`config.mk`:
```
export PLATFORM = sky130hd
export DESIGN_NAME = axi_mem_port_arbiter
export DESIGN_NICKNAME = d
export VERILOG_FILES = /design/src/rtl/axi_mem_if_pkg.sv /design/src/rtl/axi_mem_streak_arb.sv /design/src/rtl/axi_mem_port_arbiter.sv
export SDC_FILE = /design/constraint.sdc
export NUM_CORES = 1
export LEC_CHECK = 0
export CAP_MARGIN = 20
export CORE_AREA = 2 2 177 179
export CTS_BUF_LIST = sky130_fd_sc_hd__clkbuf_4 sky130_fd_sc_hd__clkbuf_8 sky130_fd_sc_hd__clkbuf_16
export DETAILED_ROUTE_END_ITERATION = 10
export DIE_AREA = 0 0 179 181
export SYNTH_ARGS = -nofsm -noshare
export SYNTH_HDL_FRONTEND = slang
export SYNTH_SLANG_ARGS = --single-unit
```
`constraint.sdc`:
```
create_clock -name clk -period 2.1 [get_ports clk]
set_input_delay 0.42 -clock clk [delete_from_list [all_inputs] [get_ports clk]]
set_output_delay 0.42 -clock clk [all_outputs]
set_load 0.1 [all_outputs]
```
`src/rtl/axi_mem_if_pkg.sv`:
```
// Shared types and constants for the AXI memory interface blocks.
package axi_mem_if_pkg;

  // Requester index on the shared SRAM port.
  typedef enum logic {
    PORT_RD = 1'b0,
    PORT_WR = 1'b1
  } port_e;

  // AXI response codes.
  localparam logic [1:0] OKAY   = 2'b00;
  localparam logic [1:0] EXOKAY = 2'b01;
  localparam logic [1:0] SLVERR = 2'b10;
  localparam logic [1:0] DECERR = 2'b11;

  // Default memory geometry of the interface.
  localparam int unsigned MemAddrWidth = 13;
  localparam int unsigned DataWidth    = 64;
  localparam int unsigned NumBytes     = DataWidth / 8;

  // One full SRAM request as seen on the memory port.
  typedef struct packed {
    logic                    cen;
    logic                    wen;
    logic [MemAddrWidth-1:0] a;
    logic [DataWidth-1:0]    d;
    logic [NumBytes-1:0]     be;
  } mem_req_t;

endpackage

```
`src/rtl/axi_mem_streak_arb.sv`:
```
// Two-input arbiter that favours the last winner, bounded by a streak limit.
module axi_mem_streak_arb
  import axi_mem_if_pkg::*;
#(
  parameter int unsigned MAX_STREAK = 4
) (
  input  logic clk,
  input  logic rst,
  input  logic rd_valid_i,
  input  logic wr_valid_i,
  output logic rd_grant_o,
  output logic wr_grant_o
);

  localparam int unsigned StreakW = $clog2(MAX_STREAK + 1);
  localparam logic [StreakW-1:0] StreakMax = StreakW'(MAX_STREAK);

  port_e               last_q, last_d, winner;
  logic [StreakW-1:0]  streak_q, streak_d;
  logic                any_grant;

  // Same-cycle grant: sticky to the last winner until its streak is used up.
  always_comb begin
    winner    = PORT_RD;
    any_grant = ~rst & (rd_valid_i | wr_valid_i);
    if (rd_valid_i && wr_valid_i) begin
      winner = (streak_q < StreakMax) ? last_q : port_e'(~last_q);
    end else if (wr_valid_i) begin
      winner = PORT_WR;
    end
    rd_grant_o = any_grant & (winner == PORT_RD);
    wr_grant_o = any_grant & (winner == PORT_WR);
  end

  // Streak bookkeeping; an idle cycle clears the streak but keeps the last winner.
  always_comb begin
    last_d   = last_q;
    streak_d = '0;
    if (any_grant) begin
      if (winner == last_q) begin
        streak_d = (streak_q == StreakMax) ? streak_q : streak_q + 1'b1;
      end else begin
        last_d   = winner;
        streak_d = StreakW'(1);
      end
    end
  end

  // Arbitration state registers.
  always_ff @(posedge clk) begin
    if (rst) begin
      last_q   <= PORT_RD;
      streak_q <= '0;
    end else begin
      last_q   <= last_d;
      streak_q <= streak_d;
    end
  end

endmodule

```
`src/rtl/axi_mem_port_arbiter.sv`:
```
// Shares one single-port SRAM between the AXI read and write controllers.
module axi_mem_port_arbiter
  import axi_mem_if_pkg::*;
#(
  parameter int unsigned MEM_ADDR_WIDTH = 13,
  parameter int unsigned DATA_WIDTH     = 64,
  parameter int unsigned NUMBYTES       = DATA_WIDTH / 8,
  parameter int unsigned MAX_STREAK     = 4
) (
  input  logic                      clk,
  input  logic                      rst,
  input  logic                      RD_valid_i,
  output logic                      RD_grant_o,
  input  logic                      RD_CEN_i,
  input  logic                      RD_WEN_i,
  input  logic [MEM_ADDR_WIDTH-1:0] RD_A_i,
  input  logic [DATA_WIDTH-1:0]     RD_D_i,
  input  logic [NUMBYTES-1:0]       RD_BE_i,
  output logic [DATA_WIDTH-1:0]     RD_Q_o,
  output logic                      RD_rvalid_o,
  input  logic                      WR_valid_i,
  output logic                      WR_grant_o,
  input  logic                      WR_CEN_i,
  input  logic                      WR_WEN_i,
  input  logic [MEM_ADDR_WIDTH-1:0] WR_A_i,
  input  logic [DATA_WIDTH-1:0]     WR_D_i,
  input  logic [NUMBYTES-1:0]       WR_BE_i,
  output logic [DATA_WIDTH-1:0]     WR_Q_o,
  output logic                      WR_rvalid_o,
  output logic                      MEM_CEN_o,
  output logic                      MEM_WEN_o,
  output logic [MEM_ADDR_WIDTH-1:0] MEM_A_o,
  output logic [DATA_WIDTH-1:0]     MEM_D_o,
  output logic [NUMBYTES-1:0]       MEM_BE_o,
  input  logic [DATA_WIDTH-1:0]     MEM_Q_i
);

  // Same shape as mem_req_t, sized by this instance's parameters.
  typedef struct packed {
    logic                      cen;
    logic                      wen;
    logic [MEM_ADDR_WIDTH-1:0] a;
    logic [DATA_WIDTH-1:0]     d;
    logic [NUMBYTES-1:0]       be;
  } port_req_t;

  port_req_t rd_req, wr_req, mem_req;
  logic      rd_grant, wr_grant;
  logic      q_valid_q, q_valid_d;
  port_e     q_owner_q, q_owner_d;

  assign rd_req = '{cen: RD_CEN_i, wen: RD_WEN_i, a: RD_A_i, d: RD_D_i, be: RD_BE_i};
  assign wr_req = '{cen: WR_CEN_i, wen: WR_WEN_i, a: WR_A_i, d: WR_D_i, be: WR_BE_i};

  axi_mem_streak_arb #(
    .MAX_STREAK (MAX_STREAK)
  ) u_arb (
    .clk        (clk),
    .rst        (rst),
    .rd_valid_i (RD_valid_i),
    .wr_valid_i (WR_valid_i),
    .rd_grant_o (rd_grant),
    .wr_grant_o (wr_grant)
  );

  assign RD_grant_o = rd_grant;
  assign WR_grant_o = wr_grant;

  // Memory port mux; idle port is deselected with zeroed payload.
  always_comb begin
    mem_req     = '0;
    mem_req.cen = 1'b1;
    mem_req.wen = 1'b1;
    if (rd_grant) begin
      mem_req = rd_req;
    end else if (wr_grant) begin
      mem_req = wr_req;
    end
    q_valid_d = (rd_grant | wr_grant) & ~mem_req.cen & mem_req.wen;
    q_owner_d = wr_grant ? PORT_WR : PORT_RD;
  end

  assign MEM_CEN_o = mem_req.cen;
  assign MEM_WEN_o = mem_req.wen;
  assign MEM_A_o   = mem_req.a;
  assign MEM_D_o   = mem_req.d;
  assign MEM_BE_o  = mem_req.be;

  // Tag of the read issued last cycle, matching the SRAM's one-cycle latency.
  always_ff @(posedge clk) begin
    if (rst) begin
      q_valid_q <= 1'b0;
      q_owner_q <= PORT_RD;
    end else begin
      q_valid_q <= q_valid_d;
      q_owner_q <= q_owner_d;
    end
  end

  assign RD_Q_o      = MEM_Q_i;
  assign WR_Q_o      = MEM_Q_i;
  assign RD_rvalid_o = ~rst & q_valid_q & (q_owner_q == PORT_RD);
  assign WR_rvalid_o = ~rst & q_valid_q & (q_owner_q == PORT_WR);

`ifndef SYNTHESIS
  // A waiting requester must hold valid and its request until granted.
  rd_hold_a : assert property (@(posedge clk) disable iff (rst)
    (RD_valid_i && !RD_grant_o) |=>
      (RD_valid_i && $stable({RD_CEN_i, RD_WEN_i, RD_A_i, RD_D_i, RD_BE_i})));
  wr_hold_a : assert property (@(posedge clk) disable iff (rst)
    (WR_valid_i && !WR_grant_o) |=>
      (WR_valid_i && $stable({WR_CEN_i, WR_WEN_i, WR_A_i, WR_D_i, WR_BE_i})));
`endif

endmodule

```
==> qor.csv, run 1 <==
metric;value;unit
status;finished, violations left;
failing checks;negative setup slack;
Worst EP arrival;1870;ps
CTS Buffer Depth;2;
vias in the first global route;3182;
Yosys top cell area share;43.58;%
DR pass1 iterations;4;
synth unique cells;30;
endpoint class of the critical path;primary output;
Multi-input gate area;1787;µm²
Starting DRT DRC Count;65;
Die W;179;µm
Avg Cell Area, Syn;7.908;µm²
Main synth FF type;dfxtp_1;
Hold WC Path Type;flop to flop;
Slew Limit Fails;0;
Antenna Nets Post-Route;0;
Clock Skew;4.904;ps
critical-path maximum fanout;6;
drt drc;0;
worst path required time;1680;ps
Initial Util;7.322;%
Worst-Margin Slew;242.1;ps
Storage cell area;122.6;µm²
largest net degree at the start of global routing;22;
Synth Register Bits;6;
largest vdd supply drop;0.2480;mV
Leakage;2.879;nW
GPL Wtd Cong;0.7133;
Final period util;109.0;%
RSZ-0062 raised after global routing;yes;
Setup Crit Path Kind;flop to primary output;
Synth Cell Area;2222;µm²
slew margin rel.;83.81;%
Post-synth EDFFs;0;
Critical Path, Cell by Cell;xor2_2 -> buf_4 -> a21oi_4 -> buf_12 -> clkbuf_16 -> buf_16 -> a22o_4 -> buf_12;
Setup violations, final;87;
GRT Total Usage;9.636;%
GRT overflow;0;
# diodes;0;
H-tree levels;1;
setup_tns;-11960;ps
Area Overhead vs Synth;214.5;%
hold slack;558.0;ps
routed vias;2736;
Final Hold Viols;0;
later-pin clock latency in the skew report;230;ps
Final Routed Wirelength;16.98;mm
Root Buffer Master;clkbuf_16;
Syn Inst Count;281;
Ys Warns;0;
syn_nets;525;
slowest CP cell;dfxtp_2;
Routed wire per std cell;20.07;µm
MaxCap Viol Count;0;
total design power;2.874;mW
Top Family by Delay on Critical Path;buffers and inverters;
Fillers;3141;
TritonCTS Buffers;3;
Avg Vias per Cell;3.234;
share of layout cells above drive strength 1;52.67;%
CTS tree;yes;
area leader, netlist;buf_4;
Core Area;30350;µm²
row count;64;
final worst slack;-188.1;ps
clock sinks;6;
Fmax achieved;437.0;MHz
commonest non-fill, non-tap cell in the layout;clkdlybuf4s50_1;
HPWL reported at the end of detailed placement;10.90;mm
first-pass GRT wire length;22.47;mm
cell mode on critical path;buf_12;
max incr delay on CP;340;ps
I/O pin cnt;461;
Die Y;181;µm
port bufs;268;
Area contributors post-synth;buf_4 (44%), a22o_1 (34%), dfxtp_1 (5.4%);
final net count;696;
clk slew on worst S/H paths;40;ps
initial antenna violation count;0;
DIE AREA;32400;µm²
Buf/Inv on CP;5;
ys async rst share;0;%
minimum clock period;2288;ps
register area share after synthesis;5.405;%
CP Launch Type;flop;
most frequent cells in the layout;clkdlybuf4s50_1 (174), buf_12 (104), a22o_4 (85);
power density over the cells;411.3;nW/µm²
==> worst min-delay path, cell delays in order, from the launching register on <==
cell	delay, ps
dfxtp_1	310
mux2i_1	140
nor3_1	60
==> repair_timing <==
item / in CTS / in global routing
pin swaps: 31 / 9
hold buffers: 0 / 0
endpoints found under the hold margin: 0 / 0
resized for setup: 86 / 7
gates cloned: 15 / 8
endpoints found under the setup margin: 89 / 88
buffers inserted: 10 / 3
==> cell usage after synthesis, types with 3 or more instances <==
master,n
clkbuf_1,6
buf_4,129
nor2b_1,3
a22o_1,85
buf_2,10
inv_1,8
nand2_1,3
dfxtp_1,6
o21ai_0,3
buf_6,4
==> worst paths after layout <==
kind | from | end | slack, ps | depth (start not counted)
min reg2reg | u_arb.streak_q[1] | u_arb.streak_q[1] | 560 | 2
max reg2reg | u_arb.last_q | q_valid_q | 580 | 5
min | u_arb.streak_q[1] | u_arb.streak_q[1] | 560 | 2
max | u_arb.streak_q[2] | MEM_BE_o[0] | -190 | 8
==> area by class of cell <==
class,count,area share (%)
inverter,8,0.4297
multi-input combinational,118,25.57
timing repair buffer,315,64.08
clock buffer,3,1.074
sequential,6,1.755
tap,396,7.090
==> logic make-up after synthesis <==
| group | Yosys count | share of synthesized area [%] |
|---|---|---|
| AO/OA/AOI/OAI | 99 | 38.18 |
| XOR/XNOR | 2 | 1.126 |
| adder cells (fa/ha/maj) | 2 | 1.126 |
| buffers and inverters | 157 | 50.23 |
| flip-flops | 6 | 5.406 |
| multiplexers | 1 | 0.4505 |
| AND/OR/NAND/NOR | 14 | 3.492 |
==> where the power goes <==
| part | internal, mW | total [mW] | switching (mW) |
|---|---|---|---|
| clock network | 0.245 | 0.311 | 0.0666 |
| registers | 0.121 | 0.126 | 0.00515 |
| logic | 1.12 | 2.44 | 1.32 |
| total | 1.48 | 2.87 | 1.39 |
==> registers in the layout (all words and copies together) (netlist names) <==
signal / flops
q_owner_q: 1
u_arb.streak_q: 3
q_valid_q: 1
u_arb.last_q: 1
==> through the flow <==
stage          instance area [µm²]  std cells  worst slack, ps  util [%]
3_3_place_gp                  5778        813           -380.5     19.04
4_1_cts                       6918        841           -213.4     22.79
3_5_place_dp                  5778        813           -403.5     19.04
5_1_grt                       6988        846           -232.6     23.03
2_1_floorplan                 2599        281           -393.5         -
6_report                      6988        846           -188.1     23.03
==> per-layer routing <==
layer | GRT usage, % | vias up | wire [µm]
met4 | 1.789 | 0 | 321
met3 | 2.862 | 41 | 1444
li1 | - | 1246 | -
met2 | 16.63 | 193 | 8314
met1 | 11.80 | 1256 | 6900
met5 | 0 | - | 0
Note: power is estimated with default switching activity, not from simulation.
==> run 2, diff against run 1 <==
Settings changed: ABC_AREA set to 1, CORE_AREA 2 2 177 179 to 2 2 180 182, DIE_AREA 0 0 179 181 to 0 0 182 184.
==> qor.csv, run 2 <==
metric;value;unit;change
Critical R2R Capture;u_arb.streak_q[1];;
final worst slack;-58.75;ps;+129.4 ps
Core Area;31390;µm²;+3.4%
largest vdd supply drop;0.1905;mV;-23%
clock sinks;6;;unchanged
first-pass GRT wire length;20.19;mm;-10%
row count;65;;+1.6%
ys async rst share;0;%;unchanged
Avg Cell Area, Syn;5.311;µm²;-33%
count leader, synth;nand2_1;;
Reg2Reg Launch Point;u_arb.streak_q[2];;
Setup violations, final;41;;-53%
minimum clock period;2159;ps;-129.4 ps
hold slack;557.6;ps;-0.3840 ps
later-pin clock latency in the skew report;230;ps;about the same
Clock Skew;2.241;ps;-2.662 ps
commonest non-fill, non-tap cell in the layout;clkdlybuf4s50_1;;
Leakage;2.876;nW;about the same
MaxCap Viol Count;0;;unchanged
I/O pin cnt;461;;unchanged
DP Worst Slack;-431.8;ps;-28.33 ps
largest net degree at the start of global routing;44;;+100%
critical path endpoint;MEM_D_o[12];;
synth unique cells;21;;-30%
Starting DRT DRC Count;104;;+60%
total design power;3.001;mW;+4.4%
Setup Crit Path Kind;input port to primary output;;
vias in the first global route;3352;;+5.3%
GRT overflow;0;;unchanged
Main synth FF type;dfxtp_1;;
Synth Cell Area;2427;µm²;+9.2%
crit path launch;rst;;
Slew Limit Fails;0;;unchanged
most frequent cells in the layout;clkdlybuf4s50_1 (174), nand2_1 (123), nand2_2 (103);;
endpoint class of the critical path;primary output;;
Die Y;184;µm;+1.7%
clk slew on worst S/H paths;40;ps;about the same
Post-synth top cells;nand2_1 (265), buf_4 (133), inv_1 (13);;
status;finished, violations left;;
Die W;182;µm;+1.7%
GPL Wtd Cong;0.7465;;+4.7%
DR pass1 iterations;6;;+2
Worst-Margin Slew;224.0;ps;-18.16 ps
Fmax achieved;463.2;MHz;+6.0%
worst path required time;1680;ps;about the same
Area contributors post-synth;buf_4 (41%), nand2_1 (41%), dfxtp_1 (4.9%);;
Final Routed Wirelength;15.50;mm;-8.7%
RSZ-0062 raised after global routing;yes;;
Final Hold Viols;0;;unchanged
Worst R2R Setup Slack;760;ps;+180 ps
HPWL reported at the end of detailed placement;10.63;mm;-2.4%
final net count;863;;+24%
Syn Inst Count;457;;+63%
critical-path maximum fanout;5;;-1
register area share after synthesis;4.948;%;-0.46 points
share of layout cells above drive strength 1;46.03;%;-6.6 points
CTS tree;yes;;
Initial Util;7.732;%;+0.41 points
Worst EP arrival;1740;ps;-130 ps
Post-synth EDFFs;0;;unchanged
power density over the cells;448.3;nW/µm²;+9.0%
worst reg2reg path depth;10;;+5
CP Launch Type;input port;;
slew margin rel.;85.01;%;+1.2 points
Avg Vias per Cell;3.289;;+1.7%
Routed wire per std cell;15.21;µm;-24%
Antenna Nets Post-Route;0;;unchanged
CTS Buffer Depth;2;;unchanged
# diodes;0;;unchanged
failing checks;negative setup slack;;
port bufs;268;;unchanged
syn_nets;701;;+34%
area leader, netlist;buf_4;;
Biggest register;u_arb.streak_q;;
TritonCTS Buffers;3;;unchanged
routed vias;3351;;+22%
GRT Total Usage;7.999;%;-1.6 points
initial antenna violation count;0;;unchanged
Yosys top cell area share;41.13;%;-2.4 points
hold buffer count at cts;0;;unchanged
Area Overhead vs Synth;175.7;%;
drt drc;0;;unchanged
max reg flops;3;;unchanged
H-tree levels;1;;unchanged
Root Buffer Master;clkbuf_16;;
Final period util;102.8;%;-6.2 points
Ys Warns;0;;unchanged
DIE AREA;33490;µm²;+3.4%
Synth Register Bits;6;;unchanged
Hold WC Path Type;input port to flop;;
[run 2: cell type report]
cell class / instances / area (µm²)
clock buffer: 3 / 75.07
fill: 3407 / 24700
inverter: 14 / 60.06
multi-input combinational: 291 / 1727
sequential: 6 / 127.6
tap: 402 / 503.0
timing repair buffer: 303 / 4200
[run 2: worst max-delay path: stages]
cell and delay, ps:
clkdlybuf4s15_2 240, nor2_2 200, nand2_4 90, inv_8 80
buf_12 90, buf_12 120, clkbuf_16 160, nand2_1 60
nand2_2 80, buf_12 170
[run 2: worst min-delay path by stage]
stage | cells after the start | start | slack (ps) | end
after floorplan | 2 | u_arb.last_q | 470 | u_arb.last_q
after global routing | 2 | rst | 560 | q_owner_q
after CTS | 2 | rst | 550 | q_owner_q
after global placement | 2 | u_arb.last_q | 520 | u_arb.last_q
final | 2 | rst | 560 | q_owner_q
after detailed placement | 2 | u_arb.last_q | 520 | u_arb.last_q
[run 2: cells by family (layout without fill, tap and decap cells)]
family	Yosys count	after routing	share of synthesized area, %
AND/OR/NAND/NOR	284	284	45.57
buffers and inverters	160	320	47.11
flip-flops	6	6	4.949
AO/OA/AOI/OAI	3	3	0.6184
adder cells (fa/ha/maj)	2	2	1.031
XOR/XNOR	2	2	0.7218
[run 2: metal layers]
metal,GRT usage [%],up-vias,part of all wire (%)
li1,-,1555,-
met1,8.471,1448,36
met2,13.25,340,47
met3,5.884,6,16
met4,0.5806,2,0.43
met5,1.037,-,0.26
[run 2: per-stage QoR]
step	util [%]	instance area (µm²)	cells	setup TNS, ps
after detailed placement	18.44	5788	990	-31160
after floorplan	-	2670	457	-283.9
after global routing	21.32	6693	1019	-5883
final	21.32	6693	1019	-1095
after global placement	18.44	5788	990	-27080
after CTS	20.15	6325	1012	-1498
[run 2: what timing repair did]
| action | 4_1_cts | 5_1_grt |
|---|---|---|
| buffers inserted | 11 | 4 |
| gates resized for setup | 53 | 73 |
| pin swaps | 5 | 29 |
| cloned | 8 | 3 |
| endpoints found under the hold margin | 0 | 0 |
| setup endpoints to repair | 89 | 85 |
[run 2: power breakdown]
group          total (mW)  switching (mW)  internal, mW
registers           0.126         0.00494         0.121
logic                2.56            1.51          1.06
clock network       0.311          0.0666         0.245
total                3.00            1.58          1.42
